===== src/rtl/alu64_sequencer.sv =====
// Walks a fixed eight-op table through an external ALU and streams each result
// (plus flags) as a valid/ready beat, then pulses done.
module alu64_sequencer #(
  parameter int WIDTH   = 64,
  parameter int ALU_LAT = 1
) (
  input  logic             clk,
  input  logic             rst,
  input  logic             start,
  input  logic [WIDTH-1:0] a_in,
  input  logic [WIDTH-1:0] b_in,
  input  logic             abort,
  output logic [WIDTH-1:0] alu_A,
  output logic [WIDTH-1:0] alu_B,
  output logic [3:0]       alu_op,
  input  logic [WIDTH-1:0] alu_Y,
  input  logic             alu_ZF,
  input  logic             alu_SF,
  input  logic             alu_CF,
  input  logic             alu_OF,
  output logic             res_valid,
  input  logic             res_ready,
  output logic [3:0]       res_op,
  output logic [WIDTH-1:0] res_y,
  output logic [3:0]       res_flags,
  output logic             res_last,
  output logic             busy,
  output logic             done
);

  // state | meaning
  // IDLE  | waiting for start
  // ISSUE | op on the ALU bus, waiting ALU_LAT+1 cycles for the result
  // OUT   | captured result offered to the consumer
  // DONE  | one-cycle completion pulse
  typedef enum logic [1:0] {S_IDLE, S_ISSUE, S_OUT, S_DONE} state_e;

  localparam logic [3:0] LAT_LOAD = 4'(ALU_LAT);

  state_e           state_q, state_d;
  logic [2:0]       idx_q, idx_d;
  logic [3:0]       wait_q, wait_d;
  logic [WIDTH-1:0] a_q, a_d, b_q, b_d;
  logic [WIDTH-1:0] y_q, y_d;
  logic [3:0]       flags_q, flags_d;
  logic [3:0]       op_q, op_d;
  logic             last_q, last_d;

  function automatic logic [3:0] op_at(input logic [2:0] i);
    case (i)
      3'd0:    return 4'b0000;
      3'd1:    return 4'b0001;
      3'd2:    return 4'b0010;
      3'd3:    return 4'b0011;
      3'd4:    return 4'b0100;
      3'd5:    return 4'b0101;
      3'd6:    return 4'b0111;
      default: return 4'b1111;
    endcase
  endfunction

  always_ff @(posedge clk) begin
    if (rst) begin
      state_q <= S_IDLE;
      idx_q   <= '0;
      wait_q  <= '0;
      a_q     <= '0;
      b_q     <= '0;
      y_q     <= '0;
      flags_q <= '0;
      op_q    <= '0;
      last_q  <= 1'b0;
    end else begin
      state_q <= state_d;
      idx_q   <= idx_d;
      wait_q  <= wait_d;
      a_q     <= a_d;
      b_q     <= b_d;
      y_q     <= y_d;
      flags_q <= flags_d;
      op_q    <= op_d;
      last_q  <= last_d;
    end
  end

  always_comb begin
    state_d = state_q;
    idx_d   = idx_q;
    wait_d  = wait_q;
    a_d     = a_q;
    b_d     = b_q;
    y_d     = y_q;
    flags_d = flags_q;
    op_d    = op_q;
    last_d  = last_q;
    case (state_q)
      S_IDLE: begin
        if (start) begin
          a_d     = a_in;
          b_d     = b_in;
          idx_d   = '0;
          wait_d  = LAT_LOAD;
          state_d = S_ISSUE;
        end
      end
      S_ISSUE: begin
        if (wait_q == 4'd0) begin
          y_d     = alu_Y;
          flags_d = {alu_ZF, alu_SF, alu_CF, alu_OF};
          op_d    = op_at(idx_q);
          last_d  = (idx_q == 3'd7);
          state_d = S_OUT;
        end else begin
          wait_d = wait_q - 4'd1;
        end
      end
      S_OUT: begin
        if (res_ready) begin
          if (idx_q == 3'd7) begin
            state_d = S_DONE;
          end else begin
            idx_d   = idx_q + 3'd1;
            wait_d  = LAT_LOAD;
            state_d = S_ISSUE;
          end
        end
      end
      S_DONE:  state_d = S_IDLE;
      default: state_d = S_IDLE;
    endcase
    // Abort wins the next state even when a beat transfers in the same cycle.
    if (abort && (state_q != S_IDLE)) begin
      state_d = S_IDLE;
    end
  end

  assign alu_A     = a_q;
  assign alu_B     = b_q;
  assign alu_op    = ((state_q == S_ISSUE) || (state_q == S_OUT)) ? op_at(idx_q) : 4'b0000;
  assign res_valid = (state_q == S_OUT);
  assign res_op    = op_q;
  assign res_y     = y_q;
  assign res_flags = flags_q;
  assign res_last  = last_q && (state_q == S_OUT);
  assign busy      = (state_q != S_IDLE);
  assign done      = (state_q == S_DONE);

endmodule


===== config.mk =====
export PLATFORM = sky130hd
export DESIGN_NAME = alu64_sequencer
export DESIGN_NICKNAME = d
export VERILOG_FILES = /design/src/rtl/alu64_sequencer.sv
export SDC_FILE = /design/constraint.sdc
export NUM_CORES = 1
export LEC_CHECK = 0
export CORE_ASPECT_RATIO = 1.2
export CORE_MARGIN = 3
export CORE_UTILIZATION = 30
export CTS_CLUSTER_DIAMETER = 40
export CTS_CLUSTER_SIZE = 25
export DETAILED_ROUTE_END_ITERATION = 16
export GPL_ROUTABILITY_DRIVEN = 1
export MAX_ROUTING_LAYER = met4
export PLACE_DENSITY = 0.76
export SLEW_MARGIN = 20
export SYNTH_ARGS = -nofsm -noshare
export SYNTH_HDL_FRONTEND = slang
export SYNTH_SLANG_ARGS = --single-unit
export TNS_END_PERCENT = 5

===== constraint.sdc =====
create_clock -name clk -period 2.75 [get_ports clk]
set_clock_uncertainty 0.15 [all_clocks]
set_input_delay 0.275 -clock clk [delete_from_list [all_inputs] [get_ports clk]]
set_output_delay 0.275 -clock clk [all_outputs]
set_load 0.01 [all_outputs]

==> out/summary.txt <==
via/cell ratio: 4.60
TritonCTS Buffers: 28
clk_lat worst skew: 0.52 ns
Die Height: 180 um
Synth area leader: dfxtp_1
Root Buffer: clkbuf_16
Slew HR: 0.626
CTS Hold Bufs: 0
Logic pwr share: 0.353
Site Rows: 62
Worst-path clk slew: 0.06 ns
Yosys top cell area share: 0.557
Routed Antenna Nets: 0
WHS: 0.0276 ns
CTS max path bufs: 3
Die X: 151 um
Crit Path Category: reg2out
post-DP HPWL: 18500 um
layout cells sized above 1: 0.0543
Leakage: 4.76 nW
WP depth: 6
antenna cells: 0
Layout Nets: 1554
Tcrit/Tclk final: 0.964
fin util: 0.531
Synth Register Bits: 210
outcome: finished, final reports clean
Worst Tran Pin Value: 0.559 ns
worst vdd ir: 0.000536 V
sequential area share after synthesis: 0.557
total power: 11.7 mW
crit path from: idx_q[0]$_SDFFE_PP0P_
cell family with most CP delay: buffers and inverters
Distinct cells, synth: 33
htree depth: 1
placed cell count: 1632
Final min period: 2.65 ns
worst setup margin: 0.0989 ns
# IOs: 409
worst slack at placement: 0.535 ns
GRT overflow: 0
WHS Path Cells: 2
CP bufs+invs: 2
yosys warns: 0
first-pass GRT wire length: 39600 um
clock sinks: 210
FILL cells: 2239
routability congestion estimate: 0.787
Worst Reg-to-Reg Cells: 7
startpoint types: flop
Worst setup EP type: output pin
WL per Instance: 15.3 um
Power Density: 903 nW/um^2
CTS tree: done
final instance area: 12900 um^2
largest net degree at the start of global routing: 79
syn_nets: 1170
TNS Setup: 0 ns
register area: 4200 um^2
Int Pwr: 7.84 mW
final WL: 25800 um
Syn Area/Cell: 7.88 um^2
Clock power frac: 0.309
Sw Share: 0.329
Critical Path RT: 2.33 ns
R2R Path Start: state_q[1]$_SDFFE_PP0P_
drt drc: 0
Port Buffers: 408
vias: 7743
Finished Layout Cells: 1684
Post-Syn Area: 7550 um^2
Total GRT Usage: 0.184
Syn-to-layout area delta: 71.4%
hold_sp: rst
endpoints failing setup: 0
P_sw: 3.85 mW
commonest non-fill, non-tap cells in the layout: clkdlybuf4s50_1 (406), nand2_1 (397), dfxtp_1 (210), a21oi_1 (207), clkbuf_16 (29)
Synth Instances: 958
Slew Limit Fails: 0
TritonRoute pass-1 iters: 6
CP cell instances: inv_1 > ha_1 > nor2_2 > a21oi_1 > nor2b_1 > clkdlybuf4s50_1
Core ar.: 24400 um^2
Max stage delay cell, worst path: clkdlybuf4s50_1
area of the multi-input gates: 3040 um^2
max_cap viols: 0
vias in the first global route: 7682
1st-iter DRT viols: 194
initial antenna violation count: 0
sequential power share: 0.338
top post-synthesis cells by area: dfxtp_1 (56%), nand2_1 (20%), a21oi_1 (14%)
final hold vios: 0
area post-placement: 12000 um^2
Initial Util: 0.310
worst-path maximum fanout: 4
most common cell after layout, fill and taps aside: clkdlybuf4s50_1
die area: 27100 um^2
WP data arrival: 2.23 ns
delay of the slowest critical-path stage: 0.57 ns
max frequency: 377 MHz
Hold Crit Class: in2reg
kinds of logic (layout without fill, tap and decap cells):
family / Yosys count / count (layout) / synth area share
buffers and inverters: 80 / 486 / 0.0429
and+or+nand+nor: 431 / 431 / 0.225
DFF: 210 / 210 / 0.557
AOI/OAI and AO/OA: 226 / 226 / 0.157
adders and majority gates: 11 / 11 / 0.0182
worst reg2reg max path: stages, from the launching register on:
cell	delay (ns)
dfxtp_1	0.35
inv_1	0.09
ha_1	0.25
nor2b_4	0.19
and3b_2	0.50
buf_4	0.36
nand2_1	0.11
a21oi_1	0.13
timing repair:
action / in CTS / in global routing
resized for setup: 0 / 4
buffers inserted: 0 / 0
setup endpoints to repair: 0 / 3
registers in the layout, summed over array words and instances, names as in the netlist:
signal / flops
res_flags: 4
idx_q: 3
res_op: 4
last_q: 1
res_y: 64
state_q: 2
alu_B: 64
alu_A: 64
wait_q: 4
routing by layer:
layer  GRT usage  vias up  part of all wire  wire, um
li1            -     3866                 -         -
met5           -        -                 0         0
met3      0.0589       53             0.097      2520
met2       0.318      331              0.49     12800
met1       0.200     3493              0.38      9820
met4      0.0581        0             0.028       722
layout make-up:
cell class | count | area share
Clock inverter | 16 | 0.0125
Multi-Input combinational cell | 668 | 0.235
Timing Repair Buffer | 423 | 0.332
Clock buffer | 36 | 0.0612
Tap cell | 320 | 0.0309
Sequential cell | 210 | 0.325
Inverter | 11 | 0.00319
worst paths after layout:
kind                       endpoint  slack [ns]
max reg2reg  res_y[13]$_SDFFE_PP0P_        0.55
min reg2reg  res_y[25]$_SDFFE_PP0P_        0.30
max                       alu_op[2]         0.1
min          res_y[47]$_SDFFE_PP0P_        0.03
cells in the mapped netlist:
cell type,number
nand3b_1,2
a311oi_1,1
or3b_4,1
nor3b_1,1
nor3_1,3
o21ai_0,6
clkbuf_1,52
dfxtp_1,210
o22ai_1,1
buf_2,7
a32o_1,1
a221o_1,1
nor2_1,8
a21oi_1,208
and3_1,1
a221oi_4,1
nand3_1,3
a21o_1,2
nor2b_1,6
and3b_1,1
ha_1,11
or4_1,1
buf_1,6
nand2b_1,1
buf_4,4
inv_1,11
a221oi_1,1
nand2_1,398
a211oi_1,4
nor4bb_1,1
nand4_1,1
and2_1,2
nor2b_4,1
power groups by stage:
stage / Clock [mW] / Sequential [mW] / Combinational [mW]
after floorplan: 0 / 4.26 / 1.77
after global placement: 0 / 3.98 / 4.09
after detailed placement: 0 / 4.01 / 4.14
after CTS: 3.72 / 3.95 / 4.17
after global routing: 3.86 / 4.03 / 4.52
final: 3.62 / 3.95 / 4.12
(Power assumes the default switching activity.)
